--- src/rtl/qam_pkg.sv ---
// ---------------------------------------------------------------------------
// qam_pkg
// Shared definitions for the QAM4 parallel-to-serial datapath.
//   sym_t        : 2-bit QAM4 symbol, bit I_BIT = I sign, bit Q_BIT = Q sign
//   I_BIT/Q_BIT  : positions of the I and Q sign bits inside a symbol
//   ser_state_t  : serializer state (IDLE / SEND_Q)
//   level_width  : width of a FIFO occupancy counter for a given depth
// Optional build macro used by files importing this package:
//   QAM_P2S_OVF_CNT_EN -- adds the 8-bit saturating overflow counter
// ---------------------------------------------------------------------------
package qam_pkg;

   typedef logic [1:0] sym_t;

   localparam int I_BIT = 0;
   localparam int Q_BIT = 1;

   typedef enum logic {
      IDLE   = 1'b0,
      SEND_Q = 1'b1
   } ser_state_t;

   // Occupancy must be able to represent the value DEPTH itself, hence +1.
   function automatic int level_width(input int depth);
      return $clog2(depth) + 1;
   endfunction

endpackage

--- src/rtl/qam_p2s_if.sv ---
// ---------------------------------------------------------------------------
// qam_p2s_if
// Bundles the symbol input handshake, the bit-rate strobe and the serial /
// status outputs of qam_p2s.
//   master modport : the symbol source / bit clock side (drives sym_valid,
//                    sym_in, data_change; observes everything else)
//   slave  modport : qam_p2s itself
// Signals:
//   sym_valid, sym_in, sym_ready : symbol push handshake
//   data_change                  : one-cycle bit-rate strobe
//   adat_ki_S, bit_valid         : registered serial bit and its qualifier
//   fifo_level, ovf, underrun    : status
//   ovf_cnt                      : only with QAM_P2S_OVF_CNT_EN defined
// ---------------------------------------------------------------------------
interface qam_p2s_if
   import qam_pkg::*;
#(
   parameter int FIFO_DEPTH = 4
) ();

   localparam int LVL_W = level_width(FIFO_DEPTH);

   logic             sym_valid;
   sym_t             sym_in;
   logic             sym_ready;
   logic             data_change;
   logic             adat_ki_S;
   logic             bit_valid;
   logic [LVL_W-1:0] fifo_level;
   logic             ovf;
   logic             underrun;
`ifdef QAM_P2S_OVF_CNT_EN
   logic [7:0]       ovf_cnt;
`endif

`ifdef QAM_P2S_OVF_CNT_EN
   modport master (
      output sym_valid, sym_in, data_change,
      input  sym_ready, adat_ki_S, bit_valid, fifo_level, ovf, underrun, ovf_cnt
   );

   modport slave (
      input  sym_valid, sym_in, data_change,
      output sym_ready, adat_ki_S, bit_valid, fifo_level, ovf, underrun, ovf_cnt
   );
`else
   modport master (
      output sym_valid, sym_in, data_change,
      input  sym_ready, adat_ki_S, bit_valid, fifo_level, ovf, underrun
   );

   modport slave (
      input  sym_valid, sym_in, data_change,
      output sym_ready, adat_ki_S, bit_valid, fifo_level, ovf, underrun
   );
`endif

endinterface

--- src/rtl/qam_sym_fifo.sv ---
// ---------------------------------------------------------------------------
// qam_sym_fifo
// Synchronous symbol FIFO, DEPTH entries (power of two, 2..16).
// Ports:
//   clock, reset     : rising-edge clock, synchronous active-high reset
//   push, push_data  : write request (ignored when full)
//   pop,  pop_data   : read request (ignored when empty); pop_data always
//                      shows the current head entry
//   level            : occupancy 0..DEPTH
//   full, empty      : decoded from level
// The head is read straight from storage, so a word written this cycle only
// becomes visible at the head in the next cycle (no write-to-read bypass).
// ---------------------------------------------------------------------------
module qam_sym_fifo
   import qam_pkg::*;
#(
   parameter int DEPTH = 4
) (
   input  logic                          clock,
   input  logic                          reset,
   input  logic                          push,
   input  sym_t                          push_data,
   input  logic                          pop,
   output sym_t                          pop_data,
   output logic [level_width(DEPTH)-1:0] level,
   output logic                          full,
   output logic                          empty
);

   localparam int PTR_W = $clog2(DEPTH);
   localparam int LVL_W = level_width(DEPTH);

   sym_t             mem [DEPTH];
   logic [PTR_W-1:0] wr_ptr;
   logic [PTR_W-1:0] rd_ptr;
   logic             do_push;
   logic             do_pop;

   // Requests are qualified here so the caller cannot corrupt the FIFO by
   // pushing when full or popping when empty.
   always_comb begin
      full     = (level == LVL_W'(DEPTH));
      empty    = (level == '0);
      do_push  = push && !full;
      do_pop   = pop && !empty;
      pop_data = mem[rd_ptr];
   end

   // Pointers are exactly log2(DEPTH) bits wide, so incrementing past the last
   // entry wraps to zero naturally.
   always_ff @(posedge clock) begin
      if (reset) begin
         wr_ptr <= '0;
         rd_ptr <= '0;
         level  <= '0;
      end else begin
         if (do_push) begin
            wr_ptr <= wr_ptr + PTR_W'(1);
         end
         if (do_pop) begin
            rd_ptr <= rd_ptr + PTR_W'(1);
         end
         case ({do_push, do_pop})
            2'b10:   level <= level + LVL_W'(1);
            2'b01:   level <= level - LVL_W'(1);
            default: level <= level;
         endcase
      end
   end

   // Storage is not reset: the pointers and level alone define what is valid.
   always_ff @(posedge clock) begin
      if (!reset && do_push) begin
         mem[wr_ptr] <= push_data;
      end
   end

endmodule

--- src/rtl/qam_p2s.sv ---
// ---------------------------------------------------------------------------
// qam_p2s
// QAM4 parallel-to-serial converter. Symbols are queued in a small FIFO and
// shifted out one bit per data_change strobe, I sign first, then Q sign.
// Ports:
//   clock, reset : rising-edge clock, synchronous active-high reset
//   bus (slave)  : sym_valid/sym_in/sym_ready push handshake, data_change
//                  strobe, adat_ki_S/bit_valid serial output, fifo_level,
//                  sticky ovf, one-cycle underrun pulse
// Parameter:
//   FIFO_DEPTH   : symbol FIFO depth (power of two, 2..16)
// Build option:
//   QAM_P2S_OVF_CNT_EN -- adds bus.ovf_cnt, an 8-bit saturating count of
//                         dropped symbols
// ---------------------------------------------------------------------------
module qam_p2s
   import qam_pkg::*;
#(
   parameter int FIFO_DEPTH = 4
) (
   input  logic      clock,
   input  logic      reset,
   qam_p2s_if.slave  bus
);

   localparam int LVL_W = level_width(FIFO_DEPTH);

   ser_state_t       state_q;
   ser_state_t       state_d;
   logic             adat_q;
   logic             adat_d;
   logic             bit_valid_q;
   logic             bit_valid_d;
   logic             underrun_q;
   logic             underrun_d;
   logic             q_hold_q;
   logic             q_hold_d;
   logic             ovf_q;
   logic             fifo_pop;
   logic             fifo_push;
   logic             fifo_full;
   logic             fifo_empty;
   logic             drop;
   sym_t             fifo_head;
   logic [LVL_W-1:0] fifo_level;

   // Push side. Ready is derived from the level before any same-cycle pop,
   // so a push into a full FIFO is dropped even if a strobe frees a slot.
   always_comb begin
      bus.sym_ready = !fifo_full;
      fifo_push     = bus.sym_valid && !fifo_full;
      drop          = bus.sym_valid && fifo_full;
   end

   qam_sym_fifo #(
      .DEPTH     (FIFO_DEPTH)
   ) u_fifo (
      .clock     (clock),
      .reset     (reset),
      .push      (fifo_push),
      .push_data (bus.sym_in),
      .pop       (fifo_pop),
      .pop_data  (fifo_head),
      .level     (fifo_level),
      .full      (fifo_full),
      .empty     (fifo_empty)
   );

   // Serializer state and registered outputs. Reset drops any held Q bit so
   // no half symbol leaks out afterwards.
   always_ff @(posedge clock) begin
      if (reset) begin
         state_q     <= IDLE;
         adat_q      <= 1'b0;
         bit_valid_q <= 1'b0;
         underrun_q  <= 1'b0;
         q_hold_q    <= 1'b0;
      end else begin
         state_q     <= state_d;
         adat_q      <= adat_d;
         bit_valid_q <= bit_valid_d;
         underrun_q  <= underrun_d;
         q_hold_q    <= q_hold_d;
      end
   end

   // Next-state logic: a strobe in IDLE starts a symbol only if one is
   // queued; a strobe in SEND_Q always finishes the symbol.
   always_comb begin
      state_d = state_q;
      if (bus.data_change) begin
         case (state_q)
            IDLE:    state_d = fifo_empty ? IDLE : SEND_Q;
            SEND_Q:  state_d = IDLE;
            default: state_d = IDLE;
         endcase
      end
   end

   // Output logic: between strobes the serial bit and its qualifier hold.
   // An empty-FIFO strobe keeps the old bit level but marks it invalid and
   // flags an underrun for exactly one cycle.
   always_comb begin
      adat_d      = adat_q;
      bit_valid_d = bit_valid_q;
      underrun_d  = 1'b0;
      q_hold_d    = q_hold_q;
      fifo_pop    = 1'b0;
      if (bus.data_change) begin
         case (state_q)
            IDLE: begin
               if (!fifo_empty) begin
                  fifo_pop    = 1'b1;
                  adat_d      = fifo_head[I_BIT];
                  q_hold_d    = fifo_head[Q_BIT];
                  bit_valid_d = 1'b1;
               end else begin
                  bit_valid_d = 1'b0;
                  underrun_d  = 1'b1;
               end
            end
            SEND_Q: begin
               adat_d      = q_hold_q;
               bit_valid_d = 1'b1;
            end
            default: begin
               bit_valid_d = 1'b0;
            end
         endcase
      end
   end

   // Sticky overflow flag: only reset clears it.
   always_ff @(posedge clock) begin
      if (reset) begin
         ovf_q <= 1'b0;
      end else if (drop) begin
         ovf_q <= 1'b1;
      end
   end

`ifdef QAM_P2S_OVF_CNT_EN
   logic [7:0] ovf_cnt_q;

   // Counts dropped symbols, holding at 255 instead of wrapping.
   always_ff @(posedge clock) begin
      if (reset) begin
         ovf_cnt_q <= 8'd0;
      end else if (drop && (ovf_cnt_q != 8'hFF)) begin
         ovf_cnt_q <= ovf_cnt_q + 8'd1;
      end
   end

   assign bus.ovf_cnt = ovf_cnt_q;
`endif

   assign bus.adat_ki_S  = adat_q;
   assign bus.bit_valid  = bit_valid_q;
   assign bus.underrun   = underrun_q;
   assign bus.ovf        = ovf_q;
   assign bus.fifo_level = fifo_level;

endmodule

--- src/flat_wrapper.sv ---
// flat-port wrapper written by rule: the top's interface ports become plain ports
module qam_p2s_flat import qam_pkg::*;
#(
   parameter int FIFO_DEPTH = 4
)
  (clock, reset, bus_sym_valid, bus_sym_in, bus_data_change, bus_sym_ready, bus_adat_ki_S, bus_bit_valid, bus_fifo_level, bus_ovf, bus_underrun);
  qam_p2s_if #(.FIFO_DEPTH(FIFO_DEPTH)) bus_i ();
  input  logic clock;
  input  logic reset;
  input wire logic [$bits(bus_i.sym_valid)-1:0] bus_sym_valid;
  input wire logic [$bits(bus_i.sym_in)-1:0] bus_sym_in;
  input wire logic [$bits(bus_i.data_change)-1:0] bus_data_change;
  output wire logic [$bits(bus_i.sym_ready)-1:0] bus_sym_ready;
  output wire logic [$bits(bus_i.adat_ki_S)-1:0] bus_adat_ki_S;
  output wire logic [$bits(bus_i.bit_valid)-1:0] bus_bit_valid;
  output wire logic [$bits(bus_i.fifo_level)-1:0] bus_fifo_level;
  output wire logic [$bits(bus_i.ovf)-1:0] bus_ovf;
  output wire logic [$bits(bus_i.underrun)-1:0] bus_underrun;
  assign bus_i.sym_valid = bus_sym_valid;
  assign bus_i.sym_in = bus_sym_in;
  assign bus_i.data_change = bus_data_change;
  assign bus_sym_ready = bus_i.sym_ready;
  assign bus_adat_ki_S = bus_i.adat_ki_S;
  assign bus_bit_valid = bus_i.bit_valid;
  assign bus_fifo_level = bus_i.fifo_level;
  assign bus_ovf = bus_i.ovf;
  assign bus_underrun = bus_i.underrun;
  qam_p2s #(.FIFO_DEPTH(FIFO_DEPTH)) u_core (.clock(clock), .reset(reset), .bus(bus_i));
endmodule
--- config.mk ---
export PLATFORM = sky130hd
export DESIGN_NAME = qam_p2s_flat
export DESIGN_NICKNAME = d
export VERILOG_FILES = /design/src/rtl/qam_pkg.sv /design/src/rtl/qam_p2s_if.sv /design/src/rtl/qam_sym_fifo.sv /design/src/rtl/qam_p2s.sv /design/src/flat_wrapper.sv
export SDC_FILE = /design/constraint.sdc
export NUM_CORES = 1
export LEC_CHECK = 0
export ABC_AREA = 1
export BUFFER_PORTS_ARGS = -buffer_cell sky130_fd_sc_hd__buf_2
export CELL_PAD_IN_SITES_DETAIL_PLACEMENT = 1
export CELL_PAD_IN_SITES_GLOBAL_PLACEMENT = 2
export CORE_MARGIN = 8
export CORE_UTILIZATION = 29
export DETAILED_ROUTE_END_ITERATION = 8
export PLACE_DENSITY_LB_ADDON = 0.1
export REMOVE_ABC_BUFFERS = 1
export SLEW_MARGIN = 25
export SYNTH_ARGS = -nofsm -noshare
export SYNTH_HDL_FRONTEND = slang
export SYNTH_SLANG_ARGS = --single-unit
--- constraint.sdc ---
create_clock -name clock -period 1.6 [get_ports clock]
set_input_delay 0.4 -clock clock [delete_from_list [all_inputs] [get_ports clock]]
set_output_delay 0.4 -clock clock [all_outputs]
set_load 0.02 [all_outputs]
==> impl_metrics.ini <==
[cells_and_area]
area_growth_pct = 34.3
nNetsFinal = 160
fillers = 417
fin_util_pct = 39.9
drive_above_1_share_pct = 35.4
antenna_cells = 0

[logic_synthesis]
syn_area_um2 = 985
ys.warnings.count = 0
synth-edff-count = 8
synth_cell_type_count = 17
synth_cells = 111
avgSynthCellArea_um2 = 8.87
synth-main-ff-cell = dfxtp_1
synth_top_cells_by_count = 18 x nand2_1, 18 x nor2_1, 16 x inv_1
ys_seq_area_share_pct = 54.9
synth-seq-cells = 23
synth_area_leader_cell = dfxtp_1
async_flop_share_pct = 0
synth.area.top_cells = dfxtp_1 30%, edfxtp_1 24%, nand2_1 6.9%, nor2_1 6.9%, ha_1 6.4%
synth_top_area_share_pct = 30.5

[global_route]
grt_pass1_vias = 898
grt_first_pass_wirelength_mm = 3.86
track_usage_pct = 9.19
overflow = 0
antenna_found_initial = 0
grt_max_degree = 14

[critical_path]
cp_data_required_time_ps = 1810
cp-start-kind = register
cpPeakStageDelay_ps = 510
rr_worst_depth = 9
cp-end-kind = register
path_cells = nor2_4 -> nand2_2 -> nand2_2 -> ha_4 -> inv_4 -> fa_2 -> nor2_1 -> a21oi_1 -> nor2_1
critical_path_class = reg2reg
reg2reg_setup_slack_ps = -40
reg2reg_to = u_core.u_fifo.level[1]$_SDFFE_PP0P_
critPathLaunch = u_core.u_fifo.level[0]$_SDFFE_PP0P_
r2r_start = u_core.u_fifo.level[0]$_SDFFE_PP0P_
cp_max_fo = 3
slowest_stage = fa_2
arrival_ps = 1860

[cts]
ctsLongestPathBuffers = 2
htree_levels = 1
cts_tree = built
cts_hold_buf = 0
clock_sinks = 23
cts-root-buf = clkbuf_4
clk_pin_slew_ps = 130
cts_buffers = 3
clk_latency_ps = 310

[detailed_routing]
num_vias = 843
wirelength_mm = 2.38
drtAntennaViolNets = 0
avgRoutedWirePerCell_um = 12.4
drt_iter0_markers = 12
vias_per_cell = 4.37
drc = 0
first_pass_iters = 4

[power_and_ir_drop]
power_uw = 2180
pwr-share-comb_pct = 49.5
p_switching_uw = 841
p_per_area_nw_per_um2 = 1650
seqPwrFrac_pct = 38.2
p_leak_uw = 0.000592
internal_power_uw = 1340
max-vdd-ir-drop_v = 0.000613
swShare_pct = 38.5
pwr-share-clk_pct = 12.3

[hold_path]
min_path_type = in2reg
min_from = bus_sym_in[1]
whs_path_depth = 1
hold_path_end = u_core.u_fifo.mem[2][1]$_DFFE_PP_

[timing]
finalSetupViolations = 2
clock.fmax_mhz = 608
setup_ws_ps = -44.9
finClkSkew_ps = 0.566
period_needed_ps = 1640
rsz0062_at_grt = true
period_share_pct = 103
worst_pin_slew_ps = 218
drv_slew = 0
worst_slew_margin_rel_pct = 85.4
hold_viol_final = 0

[place]
hpwl_mm = 1.89
gp_congestion = 0.777
placement.io_buffers = 13

[die]
die_area_um2 = 5520
initial_core_util_pct = 29.7
num_rows = 21
core_area_um2 = 3310
ios = 14
die_h_um = 74.3
die_w_um = 74.3

[status]
violations = negative setup slack
status = finished, violations left

[flow_run]
drv_cap = 0
-- cell type report --
| type | count | area (µm²) | area share [%] |
|---|---|---|---|
| clock inverter | 1 | 5.00 | 0.378 |
| multi-input combinational | 70 | 405 | 30.7 |
| tap | 46 | 57.6 | 4.35 |
| clock buffer | 3 | 22.5 | 1.70 |
| timing repair buffer | 33 | 221 | 16.7 |
| sequential | 23 | 544 | 41.2 |
| inverter | 17 | 66.3 | 5.01 |
-- worst max-delay path by stage --
stage                                                     end  slack [ps]  cells past startpoint
after floorplan           u_core.u_fifo.level[2]$_SDFFE_PP0P_        -320                     10
after global placement    u_core.u_fifo.level[2]$_SDFFE_PP0P_        -120                     10
after detailed placement  u_core.u_fifo.level[2]$_SDFFE_PP0P_        -230                     10
after CTS                 u_core.u_fifo.level[1]$_SDFFE_PP0P_         -40                     10
after global routing      u_core.u_fifo.level[2]$_SDFFE_PP0P_        -170                     11
final                     u_core.u_fifo.level[1]$_SDFFE_PP0P_         -40                      9
-- cell families after synthesis --
kind of cell / Yosys count / synth area share (%)
compound gates: 17 / 8.64
xor+xnor: 2 / 1.78
fa+ha+maj: 6 / 8.39
buf+inv: 18 / 7.24
flops: 23 / 54.9
simple gates: 45 / 19.1
-- worst max-delay path: cells and delay by family, from the launching register on --
family	cells	cell delay [ps]
flip-flops	1	360
adder cells (fa/ha/maj)	2	650
AND/OR/NAND/NOR	5	400
buffers and inverters	1	30
AO/OA/AOI/OAI	1	120
-- flip-flops by register name, indices dropped and copies added (netlist names), named ones only --
signal                count
u_core.bus.bit_valid      1
u_core.q_hold_q           1
u_core.bus.underrun       1
u_core.bus.ovf            1
u_core.u_fifo.mem         8
u_core.bus.adat_ki_S      1
u_core.u_fifo.rd_ptr      2
u_core.u_fifo.level       3
u_core.state_q            1
u_core.u_fifo.wr_ptr      2
-- what timing repair did --
item                       CTS  global route
pin swaps                    2             5
setup endpoints to repair    3             3
buffers inserted             4             2
resized for setup           10             7
-- stage by stage --
step / setup WS [ps] / area (µm²) / hold slack [ps] / TNS (ps) / instances
2_1_floorplan: -318 / 977 / 437 / -556 / 110
3_3_place_gp: -119 / 1200 / 436 / -177 / 183
3_5_place_dp: -231 / 1200 / 441 / -350 / 183
4_1_cts: -39.0 / 1290 / 296 / -52.5 / 191
5_1_grt: -174 / 1320 / 276 / -328 / 193
6_report: -44.9 / 1320 / 315 / -82.3 / 193
-- power groups by stage --
stage / Combinational, µW / Clock, µW / Sequential (µW)
floorplan: 433 / 0 / 898
global placement: 866 / 0 / 827
detailed placement: 889 / 0 / 831
CTS: 1020 / 284 / 832
global route: 1220 / 322 / 853
finish: 1080 / 269 / 833
-- routing by layer --
layer  share of wire, %  up-vias  GRT usage (%)
met1                 41      409           9.98
li1                   -      422              -
met4                1.5        0           4.57
met3                3.5        4           2.83
met2                 54        8           15.8
met5                  0        -              0
-- cell usage in the layout (no fill, tap or decap), types with 2 or more instances in the layout --
cell type  count
buf_2         12
edfxtp_1       8
a21oi_1        9
nor2_1        18
dfxtp_2        3
clkbuf_4       3
nand2_2        3
xor2_1         2
inv_1         14
inv_2          2
dfxtp_1       12
o21ai_0        6
nand3_1        5
buf_4         20
ha_1           4
nand2_1       16
Note: power is estimated with default switching activity, not from simulation.
